$ cat src/rtl/uart_tx_fifo_if.sv
// Byte handshake between the data path (master) and the UART transmitter (slave).
interface uart_tx_fifo_if #(
    parameter int DATA_WIDTH = 8
) ();
    logic [DATA_WIDTH-1:0] data_in;
    logic                  valid;
    logic                  ready;

    modport master (output data_in, output valid, input ready);
    modport slave  (input data_in, input valid, output ready);
endinterface

$ cat src/rtl/uart_tx_fifo.sv
// UART transmitter (8N1, LSB first) fed by a small circular FIFO.
// Frames leave back-to-back whenever the FIFO holds data at the end of a stop bit.
module uart_tx_fifo #(
    parameter int CLKS_PER_BIT = 5208,
    parameter int DATA_WIDTH   = 8,
    parameter int FIFO_DEPTH   = 4
) (
    input  logic                          clk,
    input  logic                          reset,
    uart_tx_fifo_if.slave                 bus,
    output logic                          uart_tx,
    output logic                          busy,
    output logic [$clog2(FIFO_DEPTH):0]   fifo_count
);
    localparam int PTR_W  = $clog2(FIFO_DEPTH);
    localparam int CNT_W  = PTR_W + 1;
    localparam int BAUD_W = $clog2(CLKS_PER_BIT);
    localparam int IDX_W  = (DATA_WIDTH > 1) ? $clog2(DATA_WIDTH) : 1;

    localparam logic [BAUD_W-1:0] BAUD_LAST = BAUD_W'(CLKS_PER_BIT - 1);
    localparam logic [IDX_W-1:0]  IDX_LAST  = IDX_W'(DATA_WIDTH - 1);
    localparam logic [CNT_W-1:0]  CNT_FULL  = CNT_W'(FIFO_DEPTH);

    localparam logic [1:0] ST_IDLE  = 2'd0;
    localparam logic [1:0] ST_START = 2'd1;
    localparam logic [1:0] ST_DATA  = 2'd2;
    localparam logic [1:0] ST_STOP  = 2'd3;

    logic [DATA_WIDTH-1:0] mem_r [FIFO_DEPTH];
    logic [PTR_W-1:0]      wr_ptr_r;
    logic [PTR_W-1:0]      rd_ptr_r;
    logic [CNT_W-1:0]      count_r;
    logic [1:0]            state_r;
    logic [BAUD_W-1:0]     baud_r;
    logic [IDX_W-1:0]      bit_idx_r;
    logic [DATA_WIDTH-1:0] shift_r;
    logic                  uart_tx_r;
    logic                  busy_r;

    logic ready_s;
    logic push_s;
    logic pop_s;
    logic bit_end_s;
    logic fifo_empty_s;
    logic tx_next_s;

    assign ready_s      = (count_r != CNT_FULL);
    assign push_s       = bus.valid && ready_s && !reset;
    assign bit_end_s    = (baud_r == BAUD_LAST);
    assign fifo_empty_s = (count_r == CNT_W'(0));

    assign bus.ready  = ready_s;
    assign uart_tx    = uart_tx_r;
    assign busy       = busy_r;
    assign fifo_count = count_r;

    // Pop decision: only from IDLE, or at the last cycle of a stop bit for a gapless next frame.
    always_comb begin
        pop_s = 1'b0;
        case (state_r)
            ST_IDLE: begin
                if (!fifo_empty_s) begin
                    pop_s = 1'b1;
                end else begin
                    pop_s = 1'b0;
                end
            end
            ST_STOP: begin
                if (bit_end_s && !fifo_empty_s) begin
                    pop_s = 1'b1;
                end else begin
                    pop_s = 1'b0;
                end
            end
            default: pop_s = 1'b0;
        endcase
    end

    // Line level for the next cycle, derived from the current FSM state.
    always_comb begin
        tx_next_s = 1'b1;
        case (state_r)
            ST_IDLE:  tx_next_s = 1'b1;
            ST_START: tx_next_s = 1'b0;
            ST_DATA:  tx_next_s = shift_r[0];
            ST_STOP:  tx_next_s = 1'b1;
            default:  tx_next_s = 1'b1;
        endcase
    end

    // FIFO storage; contents need no reset because pointers and count define validity.
    always_ff @(posedge clk) begin
        if (push_s) begin
            mem_r[wr_ptr_r] <= bus.data_in;
        end
    end

    // FIFO pointers and occupancy; power-of-two depth lets the pointers wrap naturally.
    always_ff @(posedge clk) begin
        if (reset) begin
            wr_ptr_r <= PTR_W'(0);
            rd_ptr_r <= PTR_W'(0);
            count_r  <= CNT_W'(0);
        end else begin
            if (push_s) begin
                wr_ptr_r <= wr_ptr_r + PTR_W'(1);
            end
            if (pop_s) begin
                rd_ptr_r <= rd_ptr_r + PTR_W'(1);
            end
            case ({push_s, pop_s})
                2'b10:   count_r <= count_r + CNT_W'(1);
                2'b01:   count_r <= count_r - CNT_W'(1);
                default: count_r <= count_r;
            endcase
        end
    end

    // Frame sequencer: start bit, DATA_WIDTH data bits LSB first, stop bit, each CLKS_PER_BIT long.
    always_ff @(posedge clk) begin
        if (reset) begin
            state_r   <= ST_IDLE;
            baud_r    <= BAUD_W'(0);
            bit_idx_r <= IDX_W'(0);
            shift_r   <= DATA_WIDTH'(0);
        end else begin
            case (state_r)
                ST_IDLE: begin
                    if (pop_s) begin
                        shift_r <= mem_r[rd_ptr_r];
                        state_r <= ST_START;
                        baud_r  <= BAUD_W'(0);
                    end
                end
                ST_START: begin
                    if (bit_end_s) begin
                        baud_r    <= BAUD_W'(0);
                        bit_idx_r <= IDX_W'(0);
                        state_r   <= ST_DATA;
                    end else begin
                        baud_r <= baud_r + BAUD_W'(1);
                    end
                end
                ST_DATA: begin
                    if (bit_end_s) begin
                        baud_r  <= BAUD_W'(0);
                        shift_r <= shift_r >> 1;
                        if (bit_idx_r == IDX_LAST) begin
                            state_r <= ST_STOP;
                        end else begin
                            bit_idx_r <= bit_idx_r + IDX_W'(1);
                        end
                    end else begin
                        baud_r <= baud_r + BAUD_W'(1);
                    end
                end
                ST_STOP: begin
                    if (bit_end_s) begin
                        baud_r <= BAUD_W'(0);
                        if (pop_s) begin
                            shift_r <= mem_r[rd_ptr_r];
                            state_r <= ST_START;
                        end else begin
                            state_r <= ST_IDLE;
                        end
                    end else begin
                        baud_r <= baud_r + BAUD_W'(1);
                    end
                end
                default: begin
                    state_r <= ST_IDLE;
                    baud_r  <= BAUD_W'(0);
                end
            endcase
        end
    end

    // Registered pin drivers so the TX line never glitches on state decode.
    always_ff @(posedge clk) begin
        if (reset) begin
            uart_tx_r <= 1'b1;
            busy_r    <= 1'b0;
        end else begin
            uart_tx_r <= tx_next_s;
            busy_r    <= (state_r != ST_IDLE);
        end
    end
endmodule

$ cat src/flat_wrapper.sv
// flat-port wrapper written by rule: the top's interface ports become plain ports
module uart_tx_fifo_flat 
#(
    parameter int CLKS_PER_BIT = 5208,
    parameter int DATA_WIDTH   = 8,
    parameter int FIFO_DEPTH   = 4
)
  (clk, reset, uart_tx, busy, fifo_count, bus_data_in, bus_valid, bus_ready);
  uart_tx_fifo_if #(.DATA_WIDTH(DATA_WIDTH)) bus_i ();
  input  logic clk;
  input  logic reset;
  output logic uart_tx;
  output logic busy;
  output logic [$clog2(FIFO_DEPTH):0] fifo_count;
  input wire logic [$bits(bus_i.data_in)-1:0] bus_data_in;
  input wire logic [$bits(bus_i.valid)-1:0] bus_valid;
  output wire logic [$bits(bus_i.ready)-1:0] bus_ready;
  assign bus_i.data_in = bus_data_in;
  assign bus_i.valid = bus_valid;
  assign bus_ready = bus_i.ready;
  uart_tx_fifo #(.CLKS_PER_BIT(CLKS_PER_BIT), .DATA_WIDTH(DATA_WIDTH), .FIFO_DEPTH(FIFO_DEPTH)) u_core (.clk(clk), .reset(reset), .bus(bus_i), .uart_tx(uart_tx), .busy(busy), .fifo_count(fifo_count));
endmodule
$ cat config.mk
export PLATFORM = sky130hd
export DESIGN_NAME = uart_tx_fifo_flat
export DESIGN_NICKNAME = d
export VERILOG_FILES = /design/src/rtl/uart_tx_fifo_if.sv /design/src/rtl/uart_tx_fifo.sv /design/src/flat_wrapper.sv
export SDC_FILE = /design/constraint.sdc
export NUM_CORES = 1
export LEC_CHECK = 0
export CAP_MARGIN = 20
export CORE_UTILIZATION = 50
export DETAILED_ROUTE_END_ITERATION = 10
export PLACE_DENSITY_LB_ADDON = 0.1
export SLEW_MARGIN = 10
export SYNTH_ARGS = -nofsm -noshare
export SYNTH_HDL_FRONTEND = slang
export SYNTH_SLANG_ARGS = --single-unit
$ cat constraint.sdc
create_clock -name clk -period 3.42 [get_ports clk]
set_input_delay 0.513 -clock clk [delete_from_list [all_inputs] [get_ports clk]]
set_output_delay 0.513 -clock clk [all_outputs]
set_load 0.05 [all_outputs]
==> impl_metrics.env, run 1 <==
export IMPL_worst_r2r_startpoint="u_core.state_r[0]"
export IMPL_slew_viol_final=0
export IMPL_port_buffers=16
export IMPL_clk_pin_slew_ns=0.09
export IMPL_drc=0
export IMPL_num_vias=2195
export IMPL_die_h_um=83.8
export IMPL_synth_common_cells="dfxtp_1, edfxtp_1, nor2_1, ha_1, inv_1"
export IMPL_final_util=0.586
export IMPL_gp_congestion=0.834
export IMPL_dp_slack_ns=0.466
export IMPL_min_period_over_period=0.878
export IMPL_cts_root_buf="clkbuf_8"
export IMPL_num_antenna_cells=0
export IMPL_ir_drop_mv=0.504
export IMPL_io_pin_count=17
export IMPL_post_place_cells=361
export IMPL_yosysSeqAreaShare=0.509
export IMPL_ys_flop_type="dfxtp_1"
export IMPL_synth_top_area_share=0.287
export IMPL_syn_area_per_cell_um2=12.0
export IMPL_routed_wl_mm=6.12
export IMPL_final_setup_worst_slack_ns=0.419
export IMPL_ys_warn_count=0
export IMPL_final_hold_viol_count=0
export IMPL_netlist_instances=278
export IMPL_max_slew_margin_rel=0.468
export IMPL_synth_most_common_cell="dfxtp_1"
export IMPL_hpwl_mm=4.20
export IMPL_setup_tns_ns=0
export IMPL_crit_fanout=6
export IMPL_outcome="complete, no violations"
export IMPL_grt_pass1_vias=2082
export IMPL_drtAntennaViolNets=0
export IMPL_area_growth_pct=11.9
export IMPL_cts_resized=0
export IMPL_setup_viol=0
export IMPL_mappedNetlistArea_um2=3340
export IMPL_tightest_slew_ns=0.798
export IMPL_rsz0062_at_grt="false"
export IMPL_core_rowCount=29
export IMPL_grt_pass1_wl_mm=10.2
export IMPL_path_buf_inv=2
export IMPL_critPathMaxStageDelay_ns=0.40
export IMPL_multiInputGateArea_um2=1520
export IMPL_netlist_top_cells_area="edfxtp_1, dfxtp_1, mux4_2"
export IMPL_synthDistinctLibCells=64
export IMPL_wl_per_cell_um=16.2
export IMPL_cts_hold_buffers=0
export IMPL_final_cells=377
export IMPL_drv_cap=0
export IMPL_worst_clock_skew_ns=0.0148
export IMPL_final_nets=320
export IMPL_placeableCoreArea_um2=6390
export IMPL_die_area_um2=7020
export IMPL_crit_chain="inv_1 -> ha_1 -> o21bai_1 -> or2_2 -> nor2_1 -> ha_1 -> inv_1 -> fa_1 -> xor2_1 -> or3_1 -> a21oi_1"
export IMPL_cp_end_kind="register"
export IMPL_cts_setup_buffers=0
export IMPL_cts_sinks=69
export IMPL_grt_max_degree=20
export IMPL_numCtsBuffers=9
export IMPL_cp_start_kind="register"
export IMPL_ys_ff_latch=69
export IMPL_dieWidth_um=83.8
export IMPL_first_pass_iters=4
export IMPL_drive_gt1_frac=0.160
export IMPL_power_density_nw_per_um2=747
export IMPL_clockBufferDepth=2
export IMPL_synth_enable_flop_cells=32
export IMPL_seq_area_um2=1700
export IMPL_min_delay_start="u_core.bit_idx_r[1]"
export IMPL_layout_min_cycle_time_ns=3.00
export IMPL_fillCellCount=542
export IMPL_cp_required_ns=3.71
export IMPL_arrival_ns=3.29
export IMPL_htree_levels=3
export IMPL_hp_class="register to register"
export IMPL_path_delay_family="adder cells"
export IMPL_gr_usage_all_layers=0.190
export IMPL_fmax_mhz=333
export IMPL_cp_slowest_cell="dfxtp_1"
export IMPL_synthArstFlopShare=0
export IMPL_crit_path_start="u_core.state_r[0]"
export IMPL_initial_core_util=0.524
export IMPL_netlist_top_cell_by_area="edfxtp_1"
export IMPL_worstSetupPathType="register to register"
export IMPL_insertion_delay_ns=0.36
export IMPL_synthesis_nets=303
export IMPL_p_leak_nw=1.33
export IMPL_overflow=0
export IMPL_cts_tree="built"
export IMPL_antenna_found_initial=0
export IMPL_vias_per_cell=5.82
export IMPL_finalHoldWorstSlack_ns=0.461
export IMPL_drt_initial_drc_count=89
==> power breakdown <==
part           switching, mW  leakage (nW)  internal, mW
Clock                  0.373         0.101         0.289
Combinational          0.573         0.634         0.470
Sequential             0.102         0.591         0.988
==> cells by family after synthesis <==
logic type	count (synthesis)	share of synthesized area
muxes	27	0.122
buffers and inverters	26	0.0352
DFF	69	0.509
adders and majority gates	14	0.0546
xor gates and xnor gates	5	0.0131
and+or+nand+nor	95	0.171
AOI/OAI and AO/OA	42	0.0947
==> per-layer routing <==
metal | vias to the layer above | wire length (µm) | global-route usage | part of all wire
met1 | 1062 | 3050 | 0.259 | 0.50
li1 | 1078 | - | - | -
met4 | 0 | 110 | 0.0770 | 0.018
met3 | 12 | 226 | 0.0584 | 0.037
met2 | 43 | 2730 | 0.282 | 0.45
met5 | - | 0 | 0 | 0
==> flip-flops by register name, summed over array words and instances, names as in the netlist, named ones only <==
name and flops:
u_core.mem_r 32, u_core.baud_r 13, u_core.shift_r 8, u_core.bit_idx_r 3
u_core.fifo_count 3, u_core.rd_ptr_r 2, u_core.state_r 2, u_core.wr_ptr_r 2
u_core.busy 1, u_core.uart_tx 1
==> cells in the final DEF, fill, tap and decap left out, types with 3 or more instances in the layout <==
cell type	instances
a21oi_1	9
a31oi_1	8
and2_1	6
and3_1	4
clkbuf_8	9
clkdlybuf4s50_1	16
dfxtp_1	37
edfxtp_1	32
ha_1	13
inv_1	13
inv_6	4
inv_8	3
mux2_4	7
mux2i_1	10
mux4_2	8
nand2_1	11
nand3_1	7
nand4_1	4
nor2_1	23
nor2b_1	11
nor4_1	4
o21ai_0	3
or3_1	3
xor2_1	3
==> path summary, 6_finish.rpt <==
kind / end / slack [ns] / cells after the start
setup / recovery: u_core.fifo_count[2] / 0.42 / 11
hold / removal: u_core.bit_idx_r[1] / 0.46 / 2
setup reg to reg: u_core.fifo_count[2] / 0.42 / 11
hold reg to reg: u_core.bit_idx_r[1] / 0.46 / 2
==> worst reg2reg max path, cell delays in order, from the launching register on <==
cell,delay [ns]
dfxtp_1,0.40
inv_1,0.12
ha_1,0.37
o21bai_1,0.22
or2_2,0.32
nor2_1,0.22
ha_1,0.23
inv_1,0.06
fa_1,0.39
xor2_1,0.16
or3_1,0.30
a21oi_1,0.14
==> through the flow <==
stage	area, µm²	total power [mW]
final	3740	2.80
after global routing	3740	2.98
after CTS	3740	2.82
after detailed placement	3550	2.15
after global placement	3550	2.13
after floorplan	3340	1.92
==> cell type report <==
type                    count  area share
clock buffers               9      0.0331
clock inverters             7      0.0184
repair buffers             18      0.0468
inverters                  14      0.0140
multi-input cells         183       0.407
flip-flops and latches     69       0.455
well taps                  77      0.0257
No activity file was read; power rests on OpenSTA's default activity.
==> inputs of run 2 (changes only) <==
--- a/config.mk
+++ b/config.mk
@@ -7,6 +7,7 @@
 export LEC_CHECK = 0
 export CAP_MARGIN = 20
 export CORE_UTILIZATION = 50
+export CTS_CLUSTER_DIAMETER = 60
 export DETAILED_ROUTE_END_ITERATION = 10
 export PLACE_DENSITY_LB_ADDON = 0.1
 export SLEW_MARGIN = 10
==> results of run 2 <==
The final DEF is identical to that of run 1; final timing and power are the same.
